## config.mk

```make
export PLATFORM = sky130hd
export DESIGN_NAME = serial_sub
export DESIGN_NICKNAME = d
export VERILOG_FILES = /design/src/rtl/serial_sub.sv
export SDC_FILE = /design/constraint.sdc
export NUM_CORES = 1
export LEC_CHECK = 0
export BUFFER_PORTS_ARGS = -buffer_cell sky130_fd_sc_hd__buf_2
export CAP_MARGIN = 15
export CELL_PAD_IN_SITES_DETAIL_PLACEMENT = 1
export CELL_PAD_IN_SITES_GLOBAL_PLACEMENT = 1
export CORE_AREA = 2 2 68 70
export CTS_CLUSTER_DIAMETER = 40
export CTS_CLUSTER_SIZE = 12
export DETAILED_ROUTE_END_ITERATION = 7
export DIE_AREA = 0 0 70 72
export GPL_TIMING_DRIVEN = 0
export PLACE_DENSITY_LB_ADDON = 0.1
export SETUP_SLACK_MARGIN = 0.2
export SYNTH_ARGS = -nofsm -noshare
export SYNTH_HDL_FRONTEND = slang
export SYNTH_SLANG_ARGS = --single-unit
```

## constraint.sdc

```tcl
create_clock -name clk -period 2.2 [get_ports clk]
set_clock_uncertainty 0.2 [all_clocks]
set_input_delay 0.66 -clock clk [delete_from_list [all_inputs] [get_ports clk]]
set_output_delay 0.66 -clock clk [all_outputs]
set_load 0.02 [all_outputs]
```

## src/rtl/serial_sub.sv

```systemverilog
// Bit-serial A - B - bin, LSB first, one full-subtractor cell with registered borrow; start->done latency WIDTH cycles.
// No backpressure: start is taken only in IDLE and ignored while busy; results hold until the next completion.
module serial_sub #(
  parameter int WIDTH = 8
) (
  input  logic             clk,
  input  logic             rst,
  input  logic             start,
  input  logic [WIDTH-1:0] a,
  input  logic [WIDTH-1:0] b,
  input  logic             bin,
  output logic             busy,
  output logic             done,
  output logic [WIDTH-1:0] diff,
  output logic             bout,
  output logic             zero,
  output logic             ovf
);

  localparam int CW = $clog2(WIDTH);

  typedef enum logic [1:0] {IDLE, SHIFT, DONE} state_t;

  state_t           state, state_nxt;
  logic [WIDTH-1:0] a_sr, b_sr, r_sr;
  logic [CW-1:0]    cnt;
  logic             br;
  logic             a_msb, b_msb;

  logic             d, br_nxt, last;
  logic [WIDTH-1:0] r_nxt;

  assign last   = (cnt == CW'(WIDTH - 1));
  assign d      = a_sr[0] ^ b_sr[0] ^ br;
  assign br_nxt = (~a_sr[0] & b_sr[0]) | (~a_sr[0] & br) | (b_sr[0] & br);
  assign r_nxt  = {d, r_sr[WIDTH-1:1]};

  assign busy = (state != IDLE);
  assign done = (state == DONE);

  always_ff @(posedge clk or posedge rst) begin
    if (rst) state <= IDLE;
    else     state <= state_nxt;
  end

  always_comb begin
    state_nxt = state;
    case (state)
      IDLE:    if (start) state_nxt = SHIFT;
      SHIFT:   if (last)  state_nxt = DONE;
      DONE:    state_nxt = IDLE;
      default: state_nxt = IDLE;
    endcase
  end

  always_ff @(posedge clk or posedge rst) begin
    if (rst) begin
      a_sr  <= '0;
      b_sr  <= '0;
      r_sr  <= '0;
      cnt   <= '0;
      br    <= 1'b0;
      a_msb <= 1'b0;
      b_msb <= 1'b0;
      diff  <= '0;
      bout  <= 1'b0;
      zero  <= 1'b0;
      ovf   <= 1'b0;
    end else begin
      if (state == IDLE && start) begin
        a_sr  <= a;
        b_sr  <= b;
        r_sr  <= '0;
        br    <= bin;
        cnt   <= '0;
        a_msb <= a[WIDTH-1];
        b_msb <= b[WIDTH-1];
      end else if (state == SHIFT) begin
        a_sr <= a_sr >> 1;
        b_sr <= b_sr >> 1;
        r_sr <= r_nxt;
        br   <= br_nxt;
        cnt  <= cnt + 1'b1;
        // On the final bit d is the result MSB, so overflow is decided here.
        if (last) begin
          diff <= r_nxt;
          bout <= br_nxt;
          zero <= (r_nxt == '0);
          ovf  <= (a_msb ^ b_msb) & (a_msb ^ d);
        end
      end
    end
  end

endmodule

```

=== Word-level counts from Yosys, hierarchy flattened ===
Index checks and enable logic that the tools add are counted.

* Register bits: 43
* Input port bits: 20
* Output and inout bits: 13
* Logic and storage cells: 50

* Add/sub/neg operators: 1
* Eq/ne operators: 5
* Multiplexer cells: 13
* Bitwise operators: 12
* Reductions and logical operators: 7

{| class="wikitable"
|+ Operators with widths
! operator !! number
|-
| $mux 8 || 6
|-
| $logic_not 8->1 || 1
|-
| $mux 3 || 2
|-
| $and 1x1->1 || 4
|-
| $mux 2 || 2
|-
| $ne 2x2->1 const B || 2
|-
| $pmux 2 s2 || 1
|-
| $reduce_bool 2->1 || 2
|-
| $xor 1x1->1 || 4
|-
| $add 3x1->3 const B || 1
|-
| $eq 3x3->1 const B || 1
|-
| $reduce_and 3->1 || 1
|-
| $eq 2x1->1 const B || 1
|-
| $eq 2x2->1 const B || 1
|-
| $logic_not 2->1 || 1
|-
| $mux 1 || 2
|-
| $not 1->1 || 2
|-
| $or 1x1->1 || 2
|-
| $reduce_and 2->1 || 1
|-
| $logic_and 1x1->1 || 1
|}

=== Logic depth before layout (Yosys ltp) ===
Gate-level depths: netlist (run 1).

* Depth after elaboration: 6
* Gate-level depth with buffers: 6
* Mapped depth without buffers: 5

=== Worst setup path after synthesis (run 1) ===
OpenSTA, ideal clock, no wires.

* Path kind: input-to-reg
* From: in start
* To: reg a_msb
* Setup time: 125 ps
* Data arrival time: 1375 ps
* Required time: 1875 ps
* Path slack: 500 ps
* Stages on the path: 3
* Path buffers: 1
* Path through: nor3b_2 -> buf_2 -> mux2_2

* Cells in the longest elaborated chain, start to end: 1

{| class="wikitable"
|+ Ends and longest elaborated chain
! element !! RTL line !! RTL
|-
| from (decl) || 8 || <nowiki>input logic start,</nowiki>
|-
| $logic_and 1x1->1 || 70 || <nowiki>if (state == IDLE && start) begin</nowiki>
|-
| to (signal assigned) || 76 || <nowiki>a_msb <= a[WIDTH-1];</nowiki>
|-
| to (decl) || 28 || <nowiki>logic a_msb, b_msb;</nowiki>
|}

No other way between the ends.
A chain may end at the register's enable or synchronous reset.

=== Final worst setup path (run 1) ===
* From: reg state[1]
* To: out done

* Cells in the longest elaborated chain, start to end: 1

{| class="wikitable"
|+ Ends and longest elaborated chain
! element !! RTL line !! RTL
|-
| from (decl) || 24 || <nowiki>state_t state, state_nxt;</nowiki>
|-
| from (signal assigned) || 43 || <nowiki>else state <= state_nxt;</nowiki>
|-
| $eq 2x2->1 || 39 || <nowiki>assign done = (state == DONE);</nowiki>
|-
| to (decl) || 13 || <nowiki>output logic done,</nowiki>
|}

No other way between the ends.

==> out/metrics.cfg, run 1 <==
[outcome]
status=completed

[route]
firstDrtPassIters=4
wl_per_cell_um=15.3
first_iter_violations=58
route.detailed.drc=0
dr_total_vias=1336
final_antenna_net_count=0
viasPerCell=5.18
totalWireLength_um=3960

[logic_synthesis]
ys_seq_area_share_pct=59.2
yosys.area.top_type=dfrtp_1
yosys_warnings=0
ys_ff_latch=42
avgSynthCellArea_um2=11.0
ys_types=28
syn_inst=162
ys_top_cells_by_area=dfrtp_1 59%, nand2_1 11%, a22oi_1 5.9%
synth_top_area_share_pct=59.2
synth_area_um2=1770
synth_nets=185

[timing]
tightest_slew_ns=0.892
hold_viol=0
rsz0062_at_grt=no
slew_headroom_pct=40.5
fin_crit_ns=1.96
slew_violations=0
setup_violations=0
fin_crit_sh_pct=89.3
max_freq_ghz=0.509

[placed_design]
postPlaceCellArea_um2=2000
io_buffer_count=32
place_hpwl_um=2750
gp_congestion=0.696

[finish]
fin_util_pct=50.6
n_fill_cell=485
layout-drive-gt1-share_pct=32.0
multi_input_area_um2=667
seqCellArea_um2=1050
area_delta_synth_final_pct=21.7
final_cell_area_um2=2160
fin_nets=228
antennaDiodeCount=0

[critical_path]
crit_required_ns=1.34
cp-end-kind=primary output
crit_arrival_ns=1.10
worstPathMaxFanout=3
criticalPathCategory=reg2out
setup.worst_path.start_class=register

[die]
rows=24
core-area_um2=4260
ioPinCount=33
start_util_pct=41.6
die_w_um=70
die_h_um=72
dieArea_um2=5040

[pwr]
p_seq_share_pct=41.6
power_frac_comb_pct=39.7
power_frac_clock_pct=18.7
swShare_pct=37.3
p_leak_uw=0.00109
intPower_uw=2010
switching_power_uw=1190
ir_drop_mv=0.545
power.density_nw_per_um2=1480

[global_route]
antenna_found_initial=0
grt_pass1_wl_um=6870
grt_max_degree=43
grt-ovfl-total=0
grt_pass1_vias=1419
track_usage_pct=17.3

[clock_network]
cts_tree=yes
cts_sinks=42
cts_hold_buf=0
path_clk_slew_ns=0.08
cts_root_buf=clkbuf_8
numCtsBuffers=5
h-tree-depth=2
clk_latency_ns=0.29
cts_buffer_depth=2

[job]
max_cap_violations=0

[worst_hold_path]
hp-class=reg2reg

[cells in the mapped netlist, drive strengths merged]
library cell	number
nor4	1
nor3b	1
nor2b	2
o21ai	13
nor2	1
a21oi	1
o22ai	1
inv	3
mux2	10
nand2	51
ha	2
buf	6
nor4b	1
dfrtp	42
a22o	2
or2	1
o21bai	2
and3b	1
fa	1
mux2i	1
nand2b	1
nand3b	1
clkbuf	3
a22oi	14
[layout make-up]
| cell class | count | share of cell area (%) |
|---|---|---|
| clock inverter | 1 | 1.39 |
| multi-input combinational | 108 | 30.9 |
| timing repair buffer | 36 | 9.57 |
| clock buffer | 7 | 3.54 |
| buffer | 9 | 2.26 |
| tap | 52 | 3.01 |
| sequential | 42 | 48.8 |
| inverter | 3 | 0.522 |
[layout by cell type, fill, tap and decap left out, drive strengths merged]
cell    Yosys  routed
nor4        1       1
a22o        2       2
fa          1       1
nor3b       1       1
mux2       10      10
o21bai      2       2
a22oi      14      14
nand2b      1       1
nor2        1       1
bufinv      0       1
o22ai       1       1
nand3b      1       1
and3b       1       1
clkbuf      3      10
nor4b       1       1
a21oi       1       1
buf         6      42
ha          2       2
dfrtp      42      42
inv         3       3
mux2i       1       1
nand2      51      51
o21ai      13      13
nor2b       2       2
or2         1       1
[registers in the layout (all words and copies together), names as in the netlist]
name / count
state: 2
ovf: 1
br: 1
b_msb: 1
bout: 1
r_sr: 7
a_sr: 8
a_msb: 1
cnt: 3
diff: 8
b_sr: 8
zero: 1
[power by group through the flow]
stage,logic [uW],registers (uW),clock network [uW]
final,1270,1330,600
after global routing,1430,1380,652
after CTS,1290,1340,616
after detailed placement,1210,1360,0
after global placement,1150,1330,0
after floorplan,758,1420,0
[per-layer routing]
| layer | track usage [%] | part of all wire [%] |
|---|---|---|
| met1 | 23.5 | 47 |
| met3 | 4.17 | 4.2 |
| met5 | 0 | 0 |
| met2 | 27.9 | 48 |
| met4 | 5.13 | 0.88 |
[through the flow]
step / setup WS (ns) / std cells / hold slack (ns) / setup TNS (ns) / power (uW)
4_1_cts: 0.209 / 258 / 0.284 / 0 / 3240
3_5_place_dp: 0.219 / 246 / 0.265 / 0 / 2580
2_1_floorplan: 0.366 / 162 / 0.246 / 0 / 2170
6_report: 0.235 / 258 / 0.278 / 0 / 3200
3_3_place_gp: -0.158 / 246 / 0.256 / -6.61 / 2480
5_1_grt: 0.187 / 258 / 0.311 / 0 / 3470
[path summary, 6_finish.rpt]
path / cells after the start / slack, ns / startpoint / endpoint
setup reg to reg: 5 / 0.34 / state[1] / a_msb
hold / removal: 2 / 0.28 / a_sr[5] / a_sr[5]
setup / recovery: 3 / 0.24 / state[1] / done
min in group asynchronous: 2 / 0.35 / rst / a_sr[1]
max in group asynchronous: 2 / 0.83 / rst / state[0]
hold reg to reg: 2 / 0.28 / a_sr[5] / a_sr[5]
[cells by family after synthesis]
family	synth area share, %
DFF	59.2
and+or+nand+nor	15.1
AOI/OAI and AO/OA	12.3
buffers and inverters	3.31
adders and majority gates	2.54
muxes	7.55
[worst max-delay path, cell delays in order (launching register included)]
cell,delay (ns)
dfrtp_2,0.43
buf_6,0.12
nor2b_1,0.12
buf_4,0.15
[what timing repair did]
| action | in CTS | in global routing |
|---|---|---|
| resized for setup | 5 | 5 |
| setup endpoints to repair | 1 | 6 |
| buffers inserted | 4 | 0 |
No activity file was read; power rests on OpenSTA's default activity.
==> run 2: changes to the inputs <==
- BUFFER_PORTS_ARGS: -buffer_cell sky130_fd_sc_hd__buf_2 -> unset
- CORE_AREA: 2 2 68 70 -> 2 2 64 66
- DIE_AREA: 0 0 70 72 -> 0 0 66 68
- DONT_BUFFER_PORTS: unset -> 1
- SLEW_MARGIN: unset -> 20
==> run 2 against run 1 <==
Effect of this change: cell count fell by 14%; combinational power shrank 24%; first-iteration DRC count is 34% lower; cell area down 9.4%; via count fell by 8.8%; register-to-register slack better by 0.02 ns; worst setup slack worse by 0.0097 ns; utilization increased by 0.098 points; fmax is 0.49% lower; critical path type unchanged; critical endpoint is now busy; largest cell class unchanged.
==> out/metrics.cfg, run 2 (same netlist as run 1, synthesis figures left out) <==
[route]
route.layer.met1.wl_um=1670  ; -9.9%
totalWireLength_um=3850  ; -2.8%
final_antenna_net_count=0  ; unchanged
viasPerCell=5.52  ; +6.5%
dr_total_vias=1219  ; -8.8%
firstDrtPassIters=4  ; unchanged
first_iter_violations=38  ; -34%
route.detailed.drc=0  ; unchanged
highest_layer=met4
wl_met3_um=215  ; +30%
dr_wl_met2_um=1890  ; -0.68%
wl_per_cell_um=17.4  ; +13%

[die]
rows=23  ; -4.2%
die_h_um=68  ; -5.6%
core-area_um2=3860  ; -9.6%
ioPinCount=33  ; unchanged
dieArea_um2=4490  ; -11%
die_w_um=66  ; -5.7%
start_util_pct=46.0  ; +4.4 points

[pwr]
swShare_pct=39.2  ; +1.9 points
power_frac_clock_pct=17.2  ; -1.5 points
switching_power_uw=1160  ; -2.8%
p_leak_uw=0.000936  ; -14%
power.density_nw_per_um2=1510  ; +1.9%
ir_drop_mv=0.619  ; +13%
intPower_uw=1800  ; -10%
power_frac_comb_pct=32.7  ; -7.0 points
report.power.total_uw=2960  ; -7.6%
p_seq_share_pct=50.1  ; +8.5 points

[clock_network]
h-tree-depth=2  ; unchanged
path_clk_slew_ns=0.08  ; about the same
post_cts_buffers=0  ; -4
numCtsBuffers=5  ; unchanged
cts_sinks=42  ; unchanged
cts_root_buf=clkbuf_8
cts_tree=yes
cts_buffer_depth=2  ; unchanged
clk_latency_ns=0.29  ; about the same

[job]
max_cap_violations=0  ; unchanged

[global_route]
antenna_found_initial=0  ; unchanged
grt_pass1_wl_um=6350  ; -7.5%
grt-ovfl-total=0  ; unchanged
track_usage_pct=19.5  ; +2.1 points
grt_pass1_vias=1269  ; -11%
grt_max_degree=29  ; -33%

[placed_design]
postPlaceCellArea_um2=1860  ; -7.1%
placed_cells=213  ; -13%
gp_congestion=0.748  ; +7.5%
place_hpwl_um=2750  ; +0.28%
io_buffer_count=0  ; -100%

[outcome]
status=completed

[finish]
final_cell_area_um2=1960  ; -9.4%
area_delta_synth_final_pct=10.2
fin_nets=193  ; -15%
top_regs=a_sr: 8 flops, b_sr: 8 flops, diff: 8 flops
final_cell_count_no_fill=221  ; -14%
final_cell_mix=51 x nand2_1, 40 x dfrtp_1, 14 x a22oi_1
antennaDiodeCount=0  ; unchanged
final_common_cell=nand2_1
layout-drive-gt1-share_pct=19.3  ; -13 points

[critical_path]
crit_arrival_ns=1.11  ; about the same
setup.worst_path.start_class=register
worstPathMaxFanout=7  ; +4
critPathSlowestCell=dfrtp_2
slowest_delay_ns=0.46  ; +0.03 ns
cp-end-kind=primary output
crit_family=flip-flops
worstPathCellList=or2_2
criticalPathCategory=reg2out
crit_buf_inv=0  ; -2
crit_required_ns=1.34  ; about the same

[timing]
rsz0062_at_grt=yes
setup_violations=0  ; unchanged
hold_viol=0  ; unchanged
slew_headroom_pct=66.0  ; +26 points
tightest_slew_ns=0.509  ; -0.382 ns
max_freq_ghz=0.506  ; -0.49%
fin_crit_ns=1.97  ; +0.00972 ns
fin_crit_sh_pct=89.7  ; +0.44 points
slew_violations=0  ; unchanged

[worst_hold_path]
hp-class=in2async

run 2: cell count changes in the layout (fill, tap and decap cells not counted), sizes merged:
cell | before | now
buf | 42 | 7
bufinv | 1 | 0
clkinv | 0 | 1
run 2: repair_timing:
item | 4_1_cts | 5_1_grt
hold buffers | 0 | 0
gates resized for setup | 2 | 2
setup endpoints to repair | 2 | 2
pin swaps | 0 | 0
run 2: final cells by class:
type,instances,area [um^2]
repair buffers,1,20.0
clock inverters,1,5.00
inverters,3,11.3
fillers,452,1900
flip-flops and latches,42,1050
multi-input cells,108,669
clock buffers,7,86.3
plain buffers,9,47.5
well taps,50,62.6
run 2: final timing paths:
| check | startpoint | end | slack (ns) | cells past startpoint |
|---|---|---|---|---|
| setup / recovery | state[0] | busy | 0.23 | 1 |
| hold / removal | rst | ovf | 0.01 | 1 |
| setup reg to reg | a_sr[0] | zero | 0.36 | 5 |
| hold reg to reg | b_sr[2] | b_sr[2] | 0.29 | 2 |
| max in group asynchronous | rst | state[1] | 1.31 | 2 |
| min in group clk | b_sr[2] | b_sr[2] | 0.29 | 2 |
run 2: power by group through the flow:
stage	Clock, uW	Sequential, uW	Combinational, uW
6_report	509	1480	968
5_1_grt	553	1530	1120
4_1_cts	529	1490	983
3_5_place_dp	0	1500	977
3_3_place_gp	0	1470	911
2_1_floorplan	0	1420	758
run 2: per-layer routing:
metal	vias up	GRT usage (%)
li1	566	-
met1	619	22.8
met2	27	33.0
met3	7	6.91
met4	0	7.65
met5	-	0
run 2: per-stage QoR:
step	util, %	hold slack, ns	setup WS (ns)	setup TNS [ns]
final	50.7	0.0130	0.226	0
after detailed placement	48.2	0.267	0.289	0
after floorplan	-	0.246	0.366	0
after global routing	50.7	0.0182	0.190	0
after global placement	47.6	0.259	-0.0157	-0.591
after CTS	50.6	0.00947	0.197	0
